===== src/rtl/vga_scan_counter.sv =====
// -----------------------------------------------------------------------------
// vga_scan_counter
//
// Raster position generator for a VGA-style display pipeline. A clock divider
// produces one pixel strobe every CLK_DIV system clocks. Column and row
// counters advance on that strobe. Frame-boundary strobes are decoded from the
// registered position.
//
// Parameters
//   CLK_DIV   system clocks per pixel (2..16)
//   H_TOTAL   pixel clocks per line, including blanking
//   V_TOTAL   lines per frame, including blanking
//   V_ACTIVE  visible lines per frame
//
// Ports
//   clk          in   system clock, rising-edge active
//   rst_n        in   asynchronous active-low reset
//   run          in   count enable; low freezes every counter
//   row          out  current line, 0..V_TOTAL-1 (registered)
//   col          out  current pixel in line, 0..H_TOTAL-1 (registered)
//   pix_en       out  one-clk strobe, once per pixel period
//   line_end     out  one-clk strobe on the last pixel of a line
//   frame_end    out  one-clk strobe on the last pixel of a frame
//   vblank_tick  out  one-clk strobe on the last pixel of the last visible line
//   frame_count  out  frames completed since reset, modulo 256
//
// Handshake: there is no valid/ready pair. pix_en acts as the qualifier for
// the position. While pix_en is high, row/col name the pixel that is ending.
// The position moves to the next pixel on that same clock edge.
// -----------------------------------------------------------------------------
module vga_scan_counter #(
    parameter int CLK_DIV  = 4,
    parameter int H_TOTAL  = 800,
    parameter int V_TOTAL  = 525,
    parameter int V_ACTIVE = 480
) (
    input  logic        clk,
    input  logic        rst_n,
    input  logic        run,
    output logic [15:0] row,
    output logic [15:0] col,
    output logic        pix_en,
    output logic        line_end,
    output logic        frame_end,
    output logic        vblank_tick,
    output logic [7:0]  frame_count
);

    localparam int              DIV_W    = (CLK_DIV > 1) ? $clog2(CLK_DIV) : 1;
    localparam logic [DIV_W-1:0] DIV_LAST = DIV_W'(CLK_DIV - 1);
    localparam logic [15:0]     COL_LAST = 16'(H_TOTAL - 1);
    localparam logic [15:0]     ROW_LAST = 16'(V_TOTAL - 1);
    localparam logic [15:0]     VIS_LAST = 16'(V_ACTIVE - 1);

    logic [DIV_W-1:0] r_div_cnt;
    logic [15:0]      r_row;
    logic [15:0]      r_col;
    logic [7:0]       r_frame_count;

    logic w_pix_en;
    logic w_line_end;
    logic w_frame_end;
    logic w_vblank_tick;

    // The strobes are decoded from registered state, gated by run.
    // Reset clears r_div_cnt to 0. CLK_DIV is at least 2, so DIV_LAST is
    // never 0. That means every strobe is already low while reset is held.
    assign w_pix_en      = run & (r_div_cnt == DIV_LAST);
    assign w_line_end    = w_pix_en & (r_col == COL_LAST);
    assign w_frame_end   = w_line_end & (r_row == ROW_LAST);
    assign w_vblank_tick = w_line_end & (r_row == VIS_LAST);

    always_ff @(posedge clk or negedge rst_n) begin
        if (!rst_n) begin
            r_div_cnt     <= '0;
            r_col         <= '0;
            r_row         <= '0;
            r_frame_count <= '0;
        end else if (run) begin
            // A held divider resumes from its held value when run returns.
            if (r_div_cnt == DIV_LAST) begin
                r_div_cnt <= '0;
            end else begin
                r_div_cnt <= r_div_cnt + 1'b1;
            end

            // Wrap points are exact terminal values; downstream decode
            // relies on col/row never passing H_TOTAL-1 / V_TOTAL-1.
            if (w_pix_en) begin
                if (w_line_end) begin
                    r_col <= '0;
                end else begin
                    r_col <= r_col + 16'd1;
                end
            end

            if (w_line_end) begin
                if (w_frame_end) begin
                    r_row <= '0;
                end else begin
                    r_row <= r_row + 16'd1;
                end
            end

            if (w_frame_end) begin
                r_frame_count <= r_frame_count + 8'd1;
            end
        end
    end

    assign row         = r_row;
    assign col         = r_col;
    assign frame_count = r_frame_count;
    assign pix_en      = w_pix_en;
    assign line_end    = w_line_end;
    assign frame_end   = w_frame_end;
    assign vblank_tick = w_vblank_tick;

endmodule


===== config.mk =====
export PLATFORM = sky130hd
export DESIGN_NAME = vga_scan_counter
export DESIGN_NICKNAME = d
export VERILOG_FILES = /design/src/rtl/vga_scan_counter.sv
export SDC_FILE = /design/constraint.sdc
export NUM_CORES = 1
export LEC_CHECK = 0
export ABC_AREA = 0
export CORE_MARGIN = 3
export CORE_UTILIZATION = 28
export CTS_CLUSTER_SIZE = 40
export DETAILED_ROUTE_END_ITERATION = 16
export PLACE_DENSITY = 0.5
export SLEW_MARGIN = 40
export SYNTH_ARGS = -nofsm -noshare
export SYNTH_HDL_FRONTEND = slang
export SYNTH_SLANG_ARGS = --single-unit

===== constraint.sdc =====
create_clock -name clk -period 1.81 [get_ports clk]
set_clock_uncertainty 0.15 [all_clocks]
set_input_delay 0.181 -clock clk [delete_from_list [all_inputs] [get_ports clk]]
set_output_delay 0.181 -clock clk [all_outputs]
set_load 0.01 [all_outputs]

==> flow_metrics.tcl <==
set metrics [dict create \
    required_ps 1480 \
    antenna_found_initial 0 \
    grt_pass1_vias 2214 \
    antenna_cells 0 \
    async_reset_ff_share_pct 100 \
    syn_inst 217 \
    hp-class "in2async" \
    final_common_cell "buf_4" \
    r2r_slack_ps -290 \
    r2r_cells 9 \
    hpwl_um 4590 \
    crit_fanout 2 \
    end_kind "output port" \
    syn-num-nets 225 \
    layout_min_cycle_time_ps 2210 \
    critPathMaxStageDelay_ps 410 \
    cts_tree "yes" \
    clockBufferDepth 2 \
    worstSetupEndpoint "vblank_tick" \
    gp_congestion 0.761 \
    slew_violations 0 \
    finalSetupViolations 30 \
    syn_area_um2 2190 \
    ys_ff_latch 42 \
    core-area_um2 7410 \
    rsz0062_at_grt "true" \
    floorplan.initialDensity_pct 29.6 \
    worst_ir_drop_vdd_uv 247 \
    synth_edf_count 0 \
    io_pins 47 \
    fmaxAchievable_mhz 452 \
    synth_flop_cell "dfrtp_1" \
    cp_num_buf_inv 2 \
    wl_per_cell_um 14.5 \
    route.vias.total 2136 \
    grt_pass1_wl_um 11000 \
    cts_buffers 5 \
    synth_xor_area_share_pct 8.80 \
    layout_common_cells "buf_4, clkdlybuf4s50_1, dfrtp_1" \
    final-hold-violation-count 0 \
    cp-start-kind "register" \
    yosys.area_share.adder_pct 2.86 \
    crit_chain "nor4_4 -> nand4_1 -> nor3_4 -> buf_6 -> nor4b_4 -> buf_2" \
    cts.clk_slew.worst_paths_ps 80 \
    critical_path.startpoint "col[15]" \
    cp_slowest_cell "dfrtp_1" \
    synth_compound_area_share_pct 8.74 \
    drc 0 \
    yosys.area_share.simple_pct 27.3 \
    area_delta_synth_final_pct 75.7 \
    synth_top_family_by_area "simple AND/OR/NAND/NOR gates" \
    cts_sinks 42 \
    fin_util_pct 51.9 \
    p_per_area_nw_per_um2 558 \
    clk-insertion-delay-late_ps 290 \
    initialDrtViolationCount 77 \
    path_depth 6 \
    cts_root_buffer "clkbuf_8" \
    grt_max_degree 27 \
    fin_crit_sh_pct 122 \
    grt_overflow 0 \
    die_y_um 94.4 \
    die_area_um2 8920 \
    firstDrtPassIters 4 \
    yosys.cell_types.count 43 \
    synthMuxAreaShare_pct 2.00 \
    critical_path_class "reg2out" \
    avgSynthCellArea_um2 10.1 \
    rows 31 \
    total_power_mw 2.15 \
    drt-total-wl_um 6440 \
    max-slew-margin-rel_pct 69.4 \
    leakage_nw 1.76 \
    violations "negative setup slack" \
    yosysSeqAreaShare_pct 48.0 \
    via_per_inst 4.82 \
    cap_violations 0 \
    port-buffer-count 46 \
    chipWidth_um 94.4 \
    worst_slack_ps -402 \
    status "finished, violations left" \
    crit_arrival_ps 1880 \
    finalSetupTns_ps -5850 \
    antenna_left 0 \
    htreeDepth 2 \
    drive_gt1_share_pct 39.5 \
    cp_top_family "simple AND/OR/NAND/NOR gates" \
    final_nets 351 \
    whs_ps 224 \
    worst_slew_pin_slew_ps 459 \
    crit-reg2reg-capture "row[3]" \
    reg2reg_from "col[15]" \
    yosys_warnings 0 \
    grt.total_usage_pct 15.8 \
]
## sequential cells by signal, indices dropped and copies added (netlist names)
signal / count
col: 16
frame_count: 8
r_div_cnt: 2
row: 16
## worst reg2reg max path, cell delays in order, from the launching register on
cell     delay, ps
dfrtp_1        410
nor4_4         320
nand4_1        180
nor3_4         170
buf_6          130
buf_4          120
buf_6          110
nand2_8         60
buf_12         140
o31ai_4        210
## synth_stat cells (2+ instances only)
library cell  instances  area, um^2
clkbuf_1              2        7.51
dfrtp_1              42        1050
o21ai_1              11        55.1
and4_1                7        61.3
xnor2_1              15         131
nand2b_1              2        12.5
and2_1                2        12.5
nand3_1               9        45.0
and3_1                5        31.3
buf_2                 5        25.0
nor2b_1               2        12.5
xor2_1                7        61.3
a21oi_1               4        20.0
nor3_1               11        55.1
nand4_1              12        75.1
nor2_1               12        45.0
nor4_1                3        18.8
nand2_1              24        90.1
o31ai_1               7        52.6
ha_1                  5        62.6
mux2_2                2        22.5
o21ai_0               3        15.0
inv_1                 5        18.8
## routing by layer
layer | vias up | GRT usage [%] | part of all wire [%]
li1 | 1042 | - | -
met1 | 1043 | 21.6 | 47
met2 | 46 | 25.4 | 49
met3 | 5 | 3.27 | 3.7
met4 | 0 | 4.45 | 0.78
met5 | - | 0 | 0
## metrics by stage
stage / std cells / worst slack, ps / instance area (um^2)
after floorplan: 217 / -161 / 2250
after global placement: 421 / -641 / 3290
after detailed placement: 421 / -684 / 3290
after CTS: 439 / -526 / 3730
after global routing: 443 / -501 / 3850
final: 443 / -402 / 3850
## cell families after synthesis
logic type	after synthesis
flops	42
mux	4
compound gates	31
buf+inv	12
fa+ha+maj	5
simple gates	101
xor+xnor	22
## timing repair
action | 4_1_cts | 5_1_grt
buffers inserted | 9 | 6
hold buffers | 1 | 0
cloned | 2 | 0
pin swaps | 15 | 8
endpoints found under the hold margin | 16 | 0
resized for setup | 60 | 24
endpoints found under the setup margin | 33 | 33
## worst min path at each step
| stage | endpoint | depth (start not counted) | start |
|---|---|---|---|
| CTS | col[7] | 2 | rst_n |
| finish | col[7] | 2 | rst_n |
| global route | row[7] | 2 | rst_n |
| floorplan | col[0] | 0 | rst_n |
| global placement | col[7] | 1 | rst_n |
| detailed placement | col[7] | 1 | rst_n |
## final cells by class
cell class / count / area (um^2)
Fill cell: 675 / 3560
Clock inverter: 1 / 30.0
Tap cell: 99 / 124
Inverter: 5 / 18.8
Sequential cell: 42 / 1060
Timing Repair Buffer: 126 / 1170
Multi-Input combinational cell: 163 / 1370
Clock buffer: 7 / 76.3
## power breakdown
part           switching [mW]  internal, mW  total [mW]
Combinational           0.165         0.213       0.378
Sequential             0.0389         0.993        1.03
Clock                   0.324         0.413       0.737
Total                   0.527          1.62        2.15
(Power assumes the default switching activity.)
